===== src/rtl/serial_alu_sequencer.sv =====
// Bit-serial add/subtract unit: one full-adder cell reused over WIDTH
// cycles, with a ready/start request side and a valid/ack result side.
//
// Ports:
//   clk_i, rst_i      clock, asynchronous active-high reset
//   start_i, ready_o  request handshake (accepted while ready_o=1)
//   op_i              0=ADD src1+src2, 1=SUB src1-src2 (sampled at accept)
//   src1_i, src2_i    WIDTH-bit operands (sampled at accept)
//   busy_o            serial computation in progress
//   valid_o, ack_i    result handshake (held until ack_i)
//   result_o          WIDTH-bit sum/difference
//   carryOut_o        carry out of MSB (SUB: 1 = no borrow)
//   overflow_o        signed overflow
//   zero_o            result_o == 0
//   abort_i           only with SERIAL_ALU_SEQUENCER_ABORT_EN defined:
//                     cancels a running operation
module serial_alu_sequencer #(
    parameter int WIDTH = 32,
    parameter int CNT_W = $clog2(WIDTH)
) (
    input  logic             clk_i,
    input  logic             rst_i,
    input  logic             start_i,
    output logic             ready_o,
    input  logic             op_i,
    input  logic [WIDTH-1:0] src1_i,
    input  logic [WIDTH-1:0] src2_i,
    output logic             busy_o,
    output logic             valid_o,
    input  logic             ack_i,
    output logic [WIDTH-1:0] result_o,
    output logic             carryOut_o,
    output logic             overflow_o,
    output logic             zero_o
`ifdef SERIAL_ALU_SEQUENCER_ABORT_EN
    ,
    input  logic             abort_i
`endif
);

    typedef enum logic [1:0] {
        S_IDLE = 2'd0,
        S_RUN  = 2'd1,
        S_DONE = 2'd2
    } state_t;

    state_t r_state;
    state_t w_state_nxt;

    logic [WIDTH-1:0] r_a;
    logic [WIDTH-1:0] r_b;
    logic [WIDTH-1:0] r_sh;
    logic [WIDTH-1:0] r_res;
    logic [CNT_W-1:0] r_cnt;
    logic             r_carry;
    logic             r_cout;
    logic             r_ovf;
    logic             r_zero;

    logic             w_sum;
    logic             w_co;
    logic             w_last;
    logic             w_abort;
    logic [WIDTH-1:0] w_sh_nxt;

`ifdef SERIAL_ALU_SEQUENCER_ABORT_EN
    assign w_abort = abort_i;
`else
    assign w_abort = 1'b0;
`endif

    // The single shared full-adder cell.
    assign w_sum = r_a[0] ^ r_b[0] ^ r_carry;
    assign w_co  = (r_a[0] & r_b[0]) |
                   (r_a[0] & r_carry) |
                   (r_b[0] & r_carry);

    // Sum bits enter at the MSB so after WIDTH shifts bit 0 lands at [0].
    assign w_sh_nxt = {w_sum, r_sh[WIDTH-1:1]};
    assign w_last   = (r_cnt == CNT_W'(WIDTH - 1));

    always_ff @(posedge clk_i or posedge rst_i) begin
        if (rst_i) begin
            r_state <= S_IDLE;
        end else begin
            r_state <= w_state_nxt;
        end
    end

    always_comb begin
        w_state_nxt = r_state;
        ready_o     = 1'b0;
        busy_o      = 1'b0;
        valid_o     = 1'b0;
        unique case (r_state)
            S_IDLE: begin
                ready_o = 1'b1;
                if (start_i) begin
                    w_state_nxt = S_RUN;
                end
            end
            S_RUN: begin
                busy_o = 1'b1;
                // Abort takes priority over completing on the last bit.
                if (w_abort) begin
                    w_state_nxt = S_IDLE;
                end else if (w_last) begin
                    w_state_nxt = S_DONE;
                end
            end
            S_DONE: begin
                valid_o = 1'b1;
                if (ack_i) begin
                    w_state_nxt = S_IDLE;
                end
            end
            default: begin
                w_state_nxt = S_IDLE;
            end
        endcase
    end

    // Visible result/flags live in separate registers so an aborted or
    // in-flight operation never disturbs the last delivered result.
    always_ff @(posedge clk_i or posedge rst_i) begin
        if (rst_i) begin
            r_a     <= '0;
            r_b     <= '0;
            r_sh    <= '0;
            r_res   <= '0;
            r_cnt   <= '0;
            r_carry <= 1'b0;
            r_cout  <= 1'b0;
            r_ovf   <= 1'b0;
            r_zero  <= 1'b0;
        end else begin
            unique case (r_state)
                S_IDLE: begin
                    if (start_i) begin
                        r_a     <= src1_i;
                        // SUB is a + ~b + 1; the +1 is the initial carry.
                        r_b     <= op_i ? ~src2_i : src2_i;
                        r_carry <= op_i;
                        r_cnt   <= '0;
                    end
                end
                S_RUN: begin
                    if (w_abort) begin
                        r_cnt <= '0;
                    end else begin
                        r_a     <= r_a >> 1;
                        r_b     <= r_b >> 1;
                        r_sh    <= w_sh_nxt;
                        r_carry <= w_co;
                        if (w_last) begin
                            r_cnt  <= '0;
                            r_res  <= w_sh_nxt;
                            r_cout <= w_co;
                            // r_carry here is the carry into the MSB.
                            r_ovf  <= r_carry ^ w_co;
                            r_zero <= (w_sh_nxt == '0);
                        end else begin
                            r_cnt <= r_cnt + CNT_W'(1);
                        end
                    end
                end
                default: begin
                end
            endcase
        end
    end

    assign result_o   = r_res;
    assign carryOut_o = r_cout;
    assign overflow_o = r_ovf;
    assign zero_o     = r_zero;

endmodule


===== config.mk =====
export PLATFORM = sky130hd
export DESIGN_NAME = serial_alu_sequencer
export DESIGN_NICKNAME = d
export VERILOG_FILES = /design/src/rtl/serial_alu_sequencer.sv
export SDC_FILE = /design/constraint.sdc
export NUM_CORES = 1
export LEC_CHECK = 0
export BUFFER_PORTS_ARGS = -buffer_cell sky130_fd_sc_hd__buf_2
export CAP_MARGIN = 20
export CORE_UTILIZATION = 25
export DETAILED_ROUTE_END_ITERATION = 7
export GPL_ROUTABILITY_DRIVEN = 0
export SLEW_MARGIN = 25
export SYNTH_ARGS = -nofsm -noshare
export SYNTH_HDL_FRONTEND = slang
export SYNTH_SLANG_ARGS = --single-unit

===== constraint.sdc =====
create_clock -name clk_i -period 8.8 [get_ports clk_i]
set_input_delay 0.44 -clock clk_i [delete_from_list [all_inputs] [get_ports clk_i]]
set_output_delay 0.44 -clock clk_i [all_outputs]
set_load 0.01 [all_outputs]

* After elaboration in Yosys (flattened, before gate mapping)
Cells that the tools add are included.
** Storage, ports and cells
- Bits in read-only memories :: 0
- Word-level logic and storage cells :: 49
- RAM bits :: 0
- Latch bits :: 0
- Bits in registers :: 139
- Bits of input ports :: 69
- Memories kept :: 0
- Output and inout port bits :: 38
** Cells by class
- Bitwise logic cells :: 9
- Shift-type cells :: 0
- Add/subtract/negate cells :: 1
- Magnitude comparators :: 0
- Muxes and demuxes :: 17
- Divide/modulo/power cells :: 0
- Equality and inequality tests :: 6
- Reduce and logical (&&, ||, !) cells :: 6
- $mul :: 0
** Operators by type and width (count)
- case mux 32 bit (2 select lines) :: 2
- 2-to-1 mux 32 bit :: 3
- logical NOT 32 bit :: 1
- inverter 32 bit :: 1
- 2-to-1 mux 5 bit :: 2
- case mux 5 bit (2 select lines) :: 1
- 2-to-1 mux 2 bit :: 3
- != test 2 bit (second input constant) :: 3
- case mux 2 bit (3 select lines) :: 1
- adder 5 x 1 -> 5 bit (second input constant) :: 1
- equality test 5 bit (second input constant) :: 1
- 2-to-1 mux 1 bit :: 4
- AND reduction 2 bit :: 2
- bitwise AND 1 bit :: 3
- AND reduction 3 bit :: 1
- XOR 1 bit :: 3
- equality test 2 x 1 -> 1 bit (second input constant) :: 1
- equality test 2 bit (second input constant) :: 1
- logical NOT 2 bit :: 1
- OR 1 bit :: 2
- case mux 1 bit (2 select lines) :: 1
- nonzero test 2 bit :: 1

* Longest topological paths before layout
- Depth in word-level cells :: 4
- Depth in mapped cells :: 8
- Mapped depth without buffers :: 6

* Worst setup path before layout
No wires, ideal clock.
- Path type :: register to register
- Start point :: register r_cnt[0]
- End point :: register r_cout, in the netlist carryOut_o
- Arrival :: 1.674 ns
- Period minus slack after synthesis :: 1.799 ns
- Setup time :: 0.125 ns
- Cell stages (with the launch flop) :: 8
- Path slack :: 7.001 ns
- Data required time :: 8.675 ns
- Path buffers :: 2
- Cell sequence :: dfrtp_1 ha_1 and3_1 ha_1 nand3b_4 buf_6 buf_6 mux2_4
** On the way
- Longest elaborated chain between the ends :: 2
** RTL lines
- from (decl) :: line 54 : logic [CNT_W-1:0] r_cnt;
- from (signal assigned) :: line 163 : r_cnt <= r_cnt + CNT_W'(1);
- equality test 5 bit :: line 80 : assign w_last = (r_cnt == CNT_W'(WIDTH - 1));
- AND reduction 2 bit (no line)
- to (signal assigned) :: line 158 : r_cout <= w_co;
- to (decl) :: line 56 : logic r_cout;
No other way between the ends.
A chain may end at the register's enable or synchronous reset.

* Final worst setup path
- Start point :: register r_state[1]
- End point :: output port busy_o
** On the way
- Longest elaborated chain between the ends :: 2
** RTL lines
- from (decl) :: line 47 : state_t r_state;
- from (signal assigned) :: line 86 : r_state <= w_state_nxt;
- equality test 2 x 1 -> 1 bit :: line 95 : unique case (r_state)
- 2-to-1 mux 1 bit :: line 95
- to (decl) :: line 28 : output logic busy_o,
No other way between the ends.

==> results.yml <==
power_and_ir_drop:
  leakage_nw: 3.69
  p_per_area_nw_per_um2: 320
  irDropWorstVdd_uv: 134
route:
  routed_wl_um: 15300
  routed_via_density: 4.58
  first_iter_violations: 272
  drc: 0
  wl_per_cell_um: 15.0
  final_antenna_net_count: 0
  drt-pass1-iter-count: 5
  vias: 4658
timing:
  rsz0062_at_grt: "no"
  min_period_ns: 2.29
  tns_ns: 0
  period_share: 0.261
  fin_worst_skew_ns: 0.0100
  max_freq_mhz: 436
  final-setup-viol-count: 0
  drv_slew: 0
  max_slew.worst_pin.slew_ns: 0.873
  hold_viol_final: 0
  maxSlewHeadroom: 0.418
setup_path:
  crit_type: "flop to output pin"
  cp.required_ns: 8.36
  cp_slowest_cell: "buf_6"
  end_kind: "output pin"
  crit_chain: "nor2b_4, buf_6, buf_2"
  arrival_ns: 1.85
  cp-start-kind: "flop"
  max_stage_delay_ns: 0.62
  path_max_fanout: 96
outcome:
  status: "complete, no violations"
floorplanning:
  chipWidth_um: 165
  num_rows: 59
  num_io_pins: 107
  die_y_um: 165
  core_area_um2: 26000
  die_area_um2: 27100
  initial_core_util: 0.254
synth:
  yosysWarnings: 0
  synth_area_um2: 6610
  ys_ff_latch: 138
  seq_area_frac_synth: 0.523
  synthArstFlopShare: 1.00
  syn_inst: 587
  synthFlopType: "dfrtp_1"
  synth.distinct_cells: 32
  synth_edf_count: 0
  synth.avg_cell_area_um2: 11.3
  syn_nets: 659
grt:
  grt.busiest_layer: "met1"
  grt_start_max_net_pins: 97
  grt_use_total: 0.115
  grt_pass1_wl_um: 24400
  grtUsageMet2: 0.160
  grt_pass1_vias: 4426
  gr-usage-met3: 0.0266
  grt_util_met1: 0.172
  grt.overflow.total: 0
  grt_antenna_before_repair: 0
placed_design:
  io_buffers: 106
  dp.cells: 985
  hpwl_um: 9440
clock_tree:
  cts_buffer_depth: 2
  clock_sinks: 138
  worstSkewPairLatency_ns: 0.41
  htreeDepth: 4
  holdBufCountCts: 0
  clk_pin_slew_worst_paths_ns: 0.06
  cts_tree: "yes"
  root_buffer: "clkbuf_16"
  cts_setup_buffers: 0
  numCtsBuffers: 17
  post_cts_resized: 0
final_layout:
  instances_no_fill: 1017
  drive_above_1_share: 0.314
  syn2layout_area_growth_pct: 20.7
  fin_nets: 741
  antenna_cells: 0
flow_run:
  cap_violations: 0
min_path:
  hp-class: "primary input to asynchronous set/reset pin"
==> final timing paths <==
path                            start           to  slack, ns  cells past startpoint
max in group asynchronous       rst_i   r_state[0]       7.25                      3
hold / removal                  rst_i  result_o[9]       0.13                      2
setup / recovery           r_state[1]       busy_o       6.51                      3
hold reg to reg            overflow_o   overflow_o       0.49                      2
setup reg to reg           r_state[1]  result_o[2]       6.52                      3
min in group clk_i          src1_i[8]       r_a[8]       0.31                      3
==> cell usage in the layout (no fill, tap or decap), types with 2 or more instances in the layout <==
master      Yosys  final
dfrtp_2         0      2
mux2_4         15     15
inv_8           0      5
clkinv_4        0      3
clkbuf_16       0     17
nor2_1          4      4
buf_4           1      5
dfrtp_1       138    136
o21ai_0        57     57
buf_2          25    106
nand2b_1        3      3
nor2b_4         0      2
a21oi_1        66     66
a22oi_1        61     61
o21ai_1        12     12
nand4_1         2      2
nor4_1          8      8
bufinv_16       0      2
mux2_2         49     49
mux2i_1         2      2
nor2b_1        65     63
inv_6           0      3
ha_1            2      2
and3b_1         2      2
a22o_1          3      3
nand2_1         8      8
xor2_1         32     32
clkinvlp_4      0      2
==> routing by layer <==
layer,routed length [µm],up-vias,share of wire
met5,0,-,0
met4,193,0,0.013
met3,730,12,0.048
met2,6630,97,0.43
met1,7730,2270,0.51
li1,-,2279,-
==> state kept, by name, indices dropped and copies added, names as in the netlist <==
signal,count
r_a,32
r_b,32
result_o,32
r_sh,31
r_cnt,5
r_state,2
carryOut_o,1
overflow_o,1
r_carry,1
zero_o,1
==> metrics by stage <==
stage,util,area (µm²),hold slack (ns),worst slack [ns],power [mW]
finish,0.307,7980,0.126,6.51,2.55
global route,0.307,7980,0.180,6.35,2.74
CTS,0.307,7980,0.147,6.47,2.60
detailed placement,0.284,7370,0.483,6.19,1.85
global placement,0.283,7370,0.459,6.19,1.82
floorplan,-,6610,0.456,4.66,1.62
==> where the power goes <==
part,switching [mW],internal [mW],total [mW]
logic,0.358,0.380,0.739
clock network,0.304,0.429,0.734
registers,0.194,0.888,1.08
total,0.857,1.70,2.55
==> area by class of cell <==
cell class | instances | area, µm²
fillers | 2677 | 18000
well taps | 335 | 419
flip-flops and latches | 138 | 3460
clock inverters | 15 | 180
repair buffers | 112 | 579
clock buffers | 17 | 425
multi-input cells | 398 | 2900
inverters | 2 | 12.5
==> worst max-delay path: cells and delay by family (launching register included) <==
kind | cells | cell delay (ns)
and+or+nand+nor | 1 | 0.11
buffers and inverters | 2 | 0.90
DFF | 1 | 0.42
==> logic make-up after synthesis <==
group,share of synthesized area
simple gates,0.0881
flops,0.523
fa+ha+maj,0.00682
xor+xnor,0.0438
buf+inv,0.0400
compound gates,0.178
mux,0.121
==> synth_stat cells, types with 2 or more instances <==
library cell / number / area [µm²]
dfrtp_1: 138 / 3450
a21oi_1: 66 / 330
nor2b_1: 65 / 407
a22oi_1: 61 / 458
o21ai_0: 57 / 285
mux2_2: 49 / 552
xor2_1: 32 / 280
buf_2: 25 / 125
clkbuf_1: 16 / 60.1
mux2_4: 15 / 225
o21ai_1: 12 / 60.1
nand2_1: 8 / 30.0
nor4_1: 8 / 50.1
buf_6: 4 / 45.0
nor2_1: 4 / 15.0
a22o_1: 3 / 26.3
nand2b_1: 3 / 18.8
and3b_1: 2 / 17.5
clkbuf_4: 2 / 15.0
ha_1: 2 / 25.0
inv_1: 2 / 7.51
mux2i_1: 2 / 20.0
nand4_1: 2 / 12.5
Power figures use the tool's default switching activity.
